`config.mk`:
```
export PLATFORM = sky130hd
export DESIGN_NAME = dcache_wb
export DESIGN_NICKNAME = d
export VERILOG_FILES = /design/src/rtl/dcache_pkg.sv /design/src/rtl/dcache_array.sv /design/src/rtl/dcache_wb.sv
export SDC_FILE = /design/constraint.sdc
export NUM_CORES = 1
export LEC_CHECK = 0
export ABC_CLOCK_PERIOD_IN_PS = 5000
export CAP_MARGIN = 20
export CORE_ASPECT_RATIO = 0.9
export CORE_MARGIN = 3
export CORE_UTILIZATION = 30
export CTS_BUF_LIST = sky130_fd_sc_hd__clkbuf_16
export DETAILED_ROUTE_END_ITERATION = 10
export GPL_ROUTABILITY_DRIVEN = 0
export SLEW_MARGIN = 40
export SYNTH_ARGS = -nofsm -noshare
export SYNTH_HDL_FRONTEND = slang
export SYNTH_SLANG_ARGS = --single-unit
export TNS_END_PERCENT = 100
```
`constraint.sdc`:
```
create_clock -name clk -period 5 [get_ports clk]
set_input_delay 0.5 -clock clk [delete_from_list [all_inputs] [get_ports clk]]
set_output_delay 0.5 -clock clk [all_outputs]
set_load 0.005 [all_outputs]
```
`src/rtl/dcache_pkg.sv`:
```
// Shared types, widths and address-field helpers for the write-back data cache.
package dcache_pkg;

  localparam int ADDR_W   = 30;
  localparam int WORD_W   = 32;
  localparam int INDEX_W  = 3;
  localparam int OFFSET_W = 2;
  localparam int TAG_W    = ADDR_W - INDEX_W - OFFSET_W;
  localparam int BLOCK_W  = 128;

  typedef enum logic [1:0] {
    IDLE,
    WRITEBACK,
    ALLOCATE
  } dc_state_t;

  function automatic logic [TAG_W-1:0] get_tag(input logic [ADDR_W-1:0] addr);
    return addr[ADDR_W-1 -: TAG_W];
  endfunction

  function automatic logic [INDEX_W-1:0] get_index(input logic [ADDR_W-1:0] addr);
    return addr[OFFSET_W +: INDEX_W];
  endfunction

  function automatic logic [OFFSET_W-1:0] get_offset(input logic [ADDR_W-1:0] addr);
    return addr[OFFSET_W-1:0];
  endfunction

endpackage

```
`src/rtl/dcache_array.sv`:
```
// Valid/dirty/tag/data storage for the direct-mapped cache: one combinational
// read of a whole entry, synchronous word or block writes.
module dcache_array #(
  parameter int INDEX_W  = 3,
  parameter int OFFSET_W = 2,
  parameter int TAG_W    = 25,
  parameter int BLOCK_W  = 128
) (
  input  logic                clk,
  input  logic                rst_n,
  input  logic [INDEX_W-1:0]  index,
  input  logic                word_we,
  input  logic [OFFSET_W-1:0] word_off,
  input  logic [31:0]         word_data,
  input  logic                block_we,
  input  logic [TAG_W-1:0]    block_tag,
  input  logic [BLOCK_W-1:0]  block_data,
  output logic                rd_valid,
  output logic                rd_dirty,
  output logic [TAG_W-1:0]    rd_tag,
  output logic [BLOCK_W-1:0]  rd_data
);
  import dcache_pkg::*;

  localparam int DEPTH = 1 << INDEX_W;

  logic [DEPTH-1:0]   valid_q;
  logic [DEPTH-1:0]   dirty_q;
  logic [TAG_W-1:0]   tag_mem  [DEPTH];
  logic [BLOCK_W-1:0] data_mem [DEPTH];

  // Status bits: cleared on reset, set/cleared by fills and stores.
  always_ff @(posedge clk) begin
    if (!rst_n) begin
      valid_q <= '0;
      dirty_q <= '0;
    end else if (block_we) begin
      valid_q[index] <= 1'b1;
      dirty_q[index] <= 1'b0;
    end else if (word_we) begin
      dirty_q[index] <= 1'b1;
    end
  end

  // Tag and data payload; a block fill takes priority over a word store.
  // NOTE: the payload arrays have no reset -- valid gates every use, and
  // leaving them unreset lets synthesis map them to plain RAM.
  always_ff @(posedge clk) begin
    if (block_we) begin
      tag_mem[index]  <= block_tag;
      data_mem[index] <= block_data;
    end else if (word_we) begin
      data_mem[index][int'(word_off)*WORD_W +: WORD_W] <= word_data;
    end
  end

  assign rd_valid = valid_q[index];
  assign rd_dirty = dirty_q[index];
  assign rd_tag   = tag_mem[index];
  assign rd_data  = data_mem[index];

endmodule

```
`src/rtl/dcache_wb.sv`:
```
// Direct-mapped write-back, write-allocate cache: zero-stall hits, and a
// WRITEBACK/ALLOCATE sequence on the 128-bit block bus for misses.
module dcache_wb #(
  parameter int INDEX_W  = 3,
  parameter int OFFSET_W = 2
) (
  input  logic                clk,
  input  logic                rst_n,
  input  logic                proc_ren,
  input  logic                proc_wen,
  input  logic [29:0]         proc_addr,
  input  logic [31:0]         proc_wdata,
  output logic                proc_stall,
  output logic [31:0]         proc_rdata,
  output logic                mem_read,
  output logic                mem_write,
  output logic [29-OFFSET_W:0] mem_addr,
  output logic [127:0]        mem_wdata,
  input  logic                mem_ready,
  input  logic [127:0]        mem_rdata
);
  import dcache_pkg::*;

  dc_state_t state_q, state_d;

  logic [INDEX_W-1:0]  index;
  logic [TAG_W-1:0]    tag;
  logic [OFFSET_W-1:0] offset;
  logic                req;
  logic                hit;
  logic                word_we;
  logic                block_we;
  logic                rd_valid;
  logic                rd_dirty;
  logic [TAG_W-1:0]    rd_tag;
  logic [BLOCK_W-1:0]  rd_data;

  assign index  = get_index(proc_addr);
  assign tag    = get_tag(proc_addr);
  assign offset = get_offset(proc_addr);
  assign req    = proc_ren | proc_wen;
  assign hit    = rd_valid && (rd_tag == tag);

  dcache_array #(
    .INDEX_W  (INDEX_W),
    .OFFSET_W (OFFSET_W),
    .TAG_W    (TAG_W),
    .BLOCK_W  (BLOCK_W)
  ) u_array (
    .clk        (clk),
    .rst_n      (rst_n),
    .index      (index),
    .word_we    (word_we),
    .word_off   (offset),
    .word_data  (proc_wdata),
    .block_we   (block_we),
    .block_tag  (tag),
    .block_data (mem_rdata),
    .rd_valid   (rd_valid),
    .rd_dirty   (rd_dirty),
    .rd_tag     (rd_tag),
    .rd_data    (rd_data)
  );

  // State register; reset aborts any in-flight memory request.
  // NOTE: clocked state uses non-blocking assignments so every flop samples
  // pre-edge values regardless of block ordering.
  always_ff @(posedge clk) begin
    if (!rst_n) state_q <= IDLE;
    else        state_q <= state_d;
  end

  // Next state, stall, memory-bus drive and array write enables.
  // NOTE: every output gets a default first so no path leaves it unassigned,
  // which would otherwise infer a latch.
  always_comb begin
    state_d    = state_q;
    proc_stall = 1'b0;
    mem_read   = 1'b0;
    mem_write  = 1'b0;
    mem_addr   = proc_addr[29:OFFSET_W];
    word_we    = 1'b0;
    block_we   = 1'b0;
    unique case (state_q)
      IDLE: begin
        if (req) begin
          if (hit) begin
            // A simultaneous read and write resolves as a write.
            word_we = proc_wen;
          end else begin
            proc_stall = 1'b1;
            state_d    = (rd_valid && rd_dirty) ? WRITEBACK : ALLOCATE;
          end
        end
      end
      WRITEBACK: begin
        proc_stall = 1'b1;
        mem_write  = 1'b1;
        mem_addr   = {rd_tag, index};
        if (mem_ready) state_d = ALLOCATE;
      end
      ALLOCATE: begin
        proc_stall = 1'b1;
        mem_read   = 1'b1;
        if (mem_ready) begin
          block_we = 1'b1;
          state_d  = IDLE;
        end
      end
      default: state_d = IDLE;
    endcase
  end

  assign mem_wdata  = rd_data;
  assign proc_rdata = rd_data[int'(offset)*WORD_W +: WORD_W];

endmodule

```
# Yosys cells after proc, flatten, opt, wreduce, memory -nomap -nowiden

Memories as Yosys holds them, arrays and structs flattened.
Cells that the tools add are included.

Add/subtract/negate cells: 1
$lt $le $gt $ge: 2
Eq/ne operators: 7
Shifts and indexed selects: 3
Muxes and demuxes: 158
Bitwise logic cells: 133
Reduce and logical (&&, ||, !) cells: 7

Operators by type and width:

| cell                                                                       | number |
|---|---|
| 1-bit two-way mux                                                          | 144 |
| 1-bit OR                                                                   | 129 |
| 128-bit two-way mux                                                        | 1 |
| 32-bit by 33-bit variable shift with 128-bit output (first input constant) | 1 |
| 128-bit by 8-bit indexed part select with 32-bit output                    | 1 |
| 32-bit by 33-bit indexed part select with 128-bit output                   | 1 |
| 7-bit negator with 33-bit output                                           | 1 |
| 28-bit two-way mux                                                         | 1 |
| 25-bit == test                                                             | 1 |
| 8-bit two-way mux                                                          | 2 |
| 8-bit OR                                                                   | 2 |
| 2-bit two-way mux                                                          | 5 |
| 8-bit bitwise AND                                                          | 1 |
| 2-bit inequality test (second input constant)                              | 4 |
| 8-bit NOT                                                                  | 1 |
| 1-bit binary-select mux with 3-bit select                                  | 2 |
| 2-bit one-hot mux with 3 select lines                                      | 1 |
| 3-bit by 4-bit < comparator with 1-bit output (second input constant)      | 1 |
| 4-bit AND reduction                                                        | 1 |
| 1-bit demux with 3-bit select                                              | 1 |
| 3-bit by 1-bit >= comparator with 1-bit output (second input constant)     | 1 |
| 1-bit logical AND                                                          | 3 |
| 2-bit by 1-bit == test with 1-bit output (second input constant)           | 1 |
| 2-bit == test (second input constant)                                      | 1 |
| 4 further kinds                                                            | 4 |

Flip-flop bits (word level): 18
Bits in writable memories: 1,224
Word-level logic and storage cells: 316
Memories: 2

Memories:

| memory           | words | bits a word | read ports | clocked after memory_dff | wr ports | RTL line           | source |
|---|---|---|---|---|---|---|---|
| u_array.data_mem | 8     | 128         | 1          | 0                        | 1        | dcache_array.sv:30 | `logic [BLOCK_W-1:0] data_mem [DEPTH];` |
| u_array.tag_mem  | 8     | 25          | 1          | 0                        | 1        | dcache_array.sv:29 | `logic [TAG_W-1:0] tag_mem [DEPTH];` |

# Longest topological paths before layout

Word-level depth: 10
Gate-level depth with buffers: 15
Depth with buffers taken out: 8

# Modules after synthesis

From an unflattened synthesis, not the netlist that was laid out.

Cell total of the unflattened synthesis: 2,280
Area, all modules: 50,029.2 um2

By module, submodules not included:

| module       | times used | cells an instance | area each (um2) |
|---|---|---|---|
| dcache_array | 1          | 2,144             | 48,437.7 |
| dcache_wb    | 1          | 136               | 1,591.5 |

# Least setup slack after synthesis

No wires, ideal clock.

Path kind: in2reg
Start point: input port proc_addr[2]
End point: memory u_array.data_mem[0][0] (enable)
Library setup time: 432 ps
Data arrival time: 4,880 ps
Data required time: 4,568 ps
Path slack: -312 ps
Stages: 11
Buffers on the path: 3
Cells stage by stage: buf_6 > buf_6 > mux4_2 > mux2i_1 > xor2_1 > nand3_1 > or4_4 > nor4_4 > nand4_4 > buf_6 > a21oi_1

Word-level cells in the longest chain between the ends: 10
Elaborated cells on any way between the ends: 12
Classes of those cells: 1 x eq/ne; 8 x mux; 1 x bitwise; 1 x reduce/logical; 1 x memory

RTL lines:

| element                                                                               | RTL line                            | source |
|---|---|---|
| start: declaration                                                                    | dcache_wb.sv:11                     | `input logic [29:0] proc_addr,` |
| memory 8 x 25 bit / 1-bit binary-select mux with 3-bit select (equally long branches) | n/a                                 |  |
| 25-bit == test / 1-bit two-way mux (equally long branches)                            | dcache_wb.sv:42, dcache_array.sv:57 |  |
| 1-bit logical AND                                                                     | dcache_wb.sv:42                     | `assign hit = rd_valid && (rd_tag == tag);` |
| 1-bit two-way mux                                                                     | dcache_wb.sv:87                     | `if (hit) begin` |
| 1-bit two-way mux                                                                     | dcache_wb.sv:86                     | `if (req) begin` |
| 1-bit two-way mux                                                                     | dcache_wb.sv:84                     | `unique case (state_q)` |
| 1-bit two-way mux                                                                     | dcache_array.sv:52                  | `end else if (word_we) begin` |
| 1-bit two-way mux                                                                     | dcache_array.sv:49                  | `if (block_we) begin` |
| 128-bit two-way mux (not written as such)                                             | dcache_array.sv:53                  | `data_mem[index][int'(word_off)*WORD_W +: WORD_W] <= word_data;` |
| 1-bit OR (no source line)                                                             | n/a                                 |  |
| end: declaration                                                                      | dcache_array.sv:30                  |  |

Parallel ways exist; a longest one is shown, timed or not. The select of a mux whose other input is x is not followed.

# Worst setup path after layout

Start point: input port proc_addr[2]
End point: output port proc_rdata[12]

Word-level cells in the longest chain between the ends: 2

RTL lines:

| element                                                 | RTL line         | source |
|---|---|---|
| memory 8 x 128 bit                                      | n/a              |  |
| 128-bit by 8-bit indexed part select with 32-bit output | dcache_wb.sv:115 | `assign proc_rdata = rd_data[int'(offset)*WORD_W +: WORD_W];` |
| end: declaration                                        | dcache_wb.sv:14  | `output logic [31:0] proc_rdata,` |

Every way passes these cells.

==> results.md <==
* IO buf count at 385
* Post-CTS Resized at 0
* Data arrival time of the worst path at 4350 ps
* Hold_ws at 456 ps
* # setup viols final at 0
* Period utilization at 0.970
* DRC at 0
* Largest net degree at the start of global routing at 83
* Die Ht at 391 um
* Endpoints failing hold at 0
* Met1 WL at 69700 um
* Via Count at 30.7k
* Most frequent cells in the layout: edfxtp_1 (1224), clkdlybuf4s50_1 (379), a22oi_1 (261), mux2i_1 (219), inv_1 (175)
* Syn Std Cell Area at 49500 sq um
* Crit. End Element: output port
* Startpoint Class: primary input
* Post-route cell area at 61800 sq um
* Leak at 21.0 nW
* Top layer reached by signal wires: met5
* Total of max-cap violations at 0
* Most common cell after layout, fill and taps aside: edfxtp_1
* Core ar. at 163000 sq um
* Prevailing post-synth register cell: edfxtp_1
* Flops & latches, synth at 1242
* Clock slew at reported path FFs at 60 ps
* Worst skew pair latency at 780 ps
* Gr ovfl total at 0
* Slew margin rel. at 0.391
* TritonCTS clock tree: yes
* Crit path time final at 4850 ps
* Clock Path Buffers at 3
* Clock buffer count from CTS at 130
* Post-Syn Nets at 3109
* Setup Skew at 49.8 ps
* WP data required at 4500 ps
* First-pass GRT wire length at 247000 um
* Synth cell types at 54
* Hold path cells at 2
* Metal2 WL at 85100 um
* Slew Viols, Final at 0
* DIE AREA at 170000 sq um
* Number of synthesized flops with an enable pin at 1224
* R2r setup slk at 830 ps
* Power density cells at 370 nW/um^2
* Yosys warning total at 0
* Slew @ Worst Pin at 914 ps
* Dpl hpwl at 119000 um
* Avg Inst Size Synth at 17.0 sq um
* Outcome: complete, no violations
* Routed WL per cell at 32.2 um
* Drt total wl at 182000 um
* Post-CTS Setup Repair Bufs at 0
* Vias in the first global route at 29.6k
* CTS root buffer: clkbuf_16
* RSZ-0062 raised after global routing: no
* Cts hold-fix bufs at 0
* Ports at 386
* Worst R2R End: u_array.data_mem[2][27]
* Fraction of layout cells with a size suffix above 1 at 0.150
* Final nets at 3620
* Hold Path Class: flop to flop
* Vias/cell at 5.43
* DRT iter0 DRCs at 3908
* Row count at 140
* Seq/Total Area, Yosys at 0.750
* Initial antenna violation count at 14
* Placed cell area at 57800 sq um
* GRT Overall Usage at 0.210
* Max VDD drop at 0.230 mV
* R2R Path Start: u_array.tag_mem[0][5]
* Mapped Cells at 2905
* Met3 Wirelength at 16200 um
* Util after Layout at 0.380
* Area Overhead vs Synth at 24.9%
* Fmax at 206 MHz
* DR pass1 iterations at 6
* CP Max Fanout at 68
* Post-route ant nets at 0
* Initial core utilization at 0.304
* Ys async rst share at 0
* Clk sinks at 1242
* FILL cells at 14.8k
* Path depth of the worst reg2reg path at 10
* Critical path type: primary input to output port
* Final TNS setup at 0 ps
* # H-tree levels at 4
* Die width at 434 um
==> power by group <==
part	internal [W]	switching [W]	total, W
Sequential	0.0116	0.0000263	0.0116
Clock	0.00506	0.00408	0.00914
Combinational	0.000837	0.00131	0.00214
==> kinds of logic after synthesis <==
kind of cell,synth area share
AOI/OAI and AO/OA,0.0859
DFF,0.750
and+or+nand+nor,0.0408
xor gates and xnor gates,0.00283
buffers and inverters,0.0296
adders and majority gates,0.00228
muxes,0.0883
==> per-layer routing <==
layer  vias to the layer above  track usage
li1                      12700            -
met1                     16000        0.270
met2                      1702        0.330
met3                       327       0.0452
met4                         4        0.115
met5                         -            0
==> worst max-delay path, cell delays in order <==
cell and delay, ps:
buf_8 260, buf_12 290, buf_4 260, buf_12 290, nor3_2 130, buf_12 240
a22o_1 340, a221oi_1 280, nand3_1 420, mux4_2 560, clkdlybuf4s50_1 490
==> area by class of cell <==
class | count | area [sq um] | share of cell area
Timing Repair Buffer | 568 | 6050 | 0.0979
Multi-Input combinational cell | 1328 | 11400 | 0.184
Sequential cell | 1242 | 37100 | 0.601
Clock inverter | 95 | 672 | 0.0109
Antenna cell | 10 | 25.0 | 0.000405
Tap cell | 2130 | 2670 | 0.0431
Clock buffer | 133 | 3330 | 0.0539
Inverter | 146 | 548 | 0.00887
==> stage by stage <==
step	setup slack, ps	power (W)	std cells
final	152	0.0229	5652
after global routing	164	0.0235	5647
after detailed placement	321	0.0140	5414
after global placement	283	0.0139	5406
after floorplan	-312	0.0126	2905
after CTS	275	0.0230	5642
==> cell usage after synthesis, types with 32 or more instances <==
| cell | instances | share of area |
|---|---|---|
| a21oi_1 | 66 | 0.0067 |
| a221o_1 | 32 | 0.0065 |
| a221oi_1 | 60 | 0.011 |
| a22o_1 | 71 | 0.013 |
| a22oi_1 | 261 | 0.040 |
| clkbuf_1 | 127 | 0.0096 |
| edfxtp_1 | 1224 | 0.74 |
| inv_1 | 142 | 0.011 |
| mux2i_1 | 219 | 0.044 |
| mux4_2 | 90 | 0.041 |
| nand2_1 | 166 | 0.013 |
| nand3_1 | 71 | 0.0072 |
| nand4_1 | 36 | 0.0046 |
| nor2_1 | 61 | 0.0046 |
| o21ai_0 | 36 | 0.0036 |
==> worst max path at each step <==
stage	slack, ps	depth (start not counted)	to	start
after floorplan	-310	11	u_array.data_mem[0][0]	proc_addr[2]
after global placement	280	13	u_array.data_mem[5][20]	proc_addr[2]
after detailed placement	320	14	u_array.data_mem[5][6]	proc_addr[2]
after CTS	270	10	proc_stall	u_array.tag_mem[6][5]
after global routing	160	10	proc_stall	u_array.tag_mem[6][5]
final	150	11	proc_rdata[12]	proc_addr[2]
==> flip-flops by register name, indices dropped and copies added, names as in the netlist, named ones only <==
signal            cells
u_array.valid_q       8
u_array.data_mem   1024
u_array.tag_mem     200
state_q               2
Power figures use the tool's default switching activity.
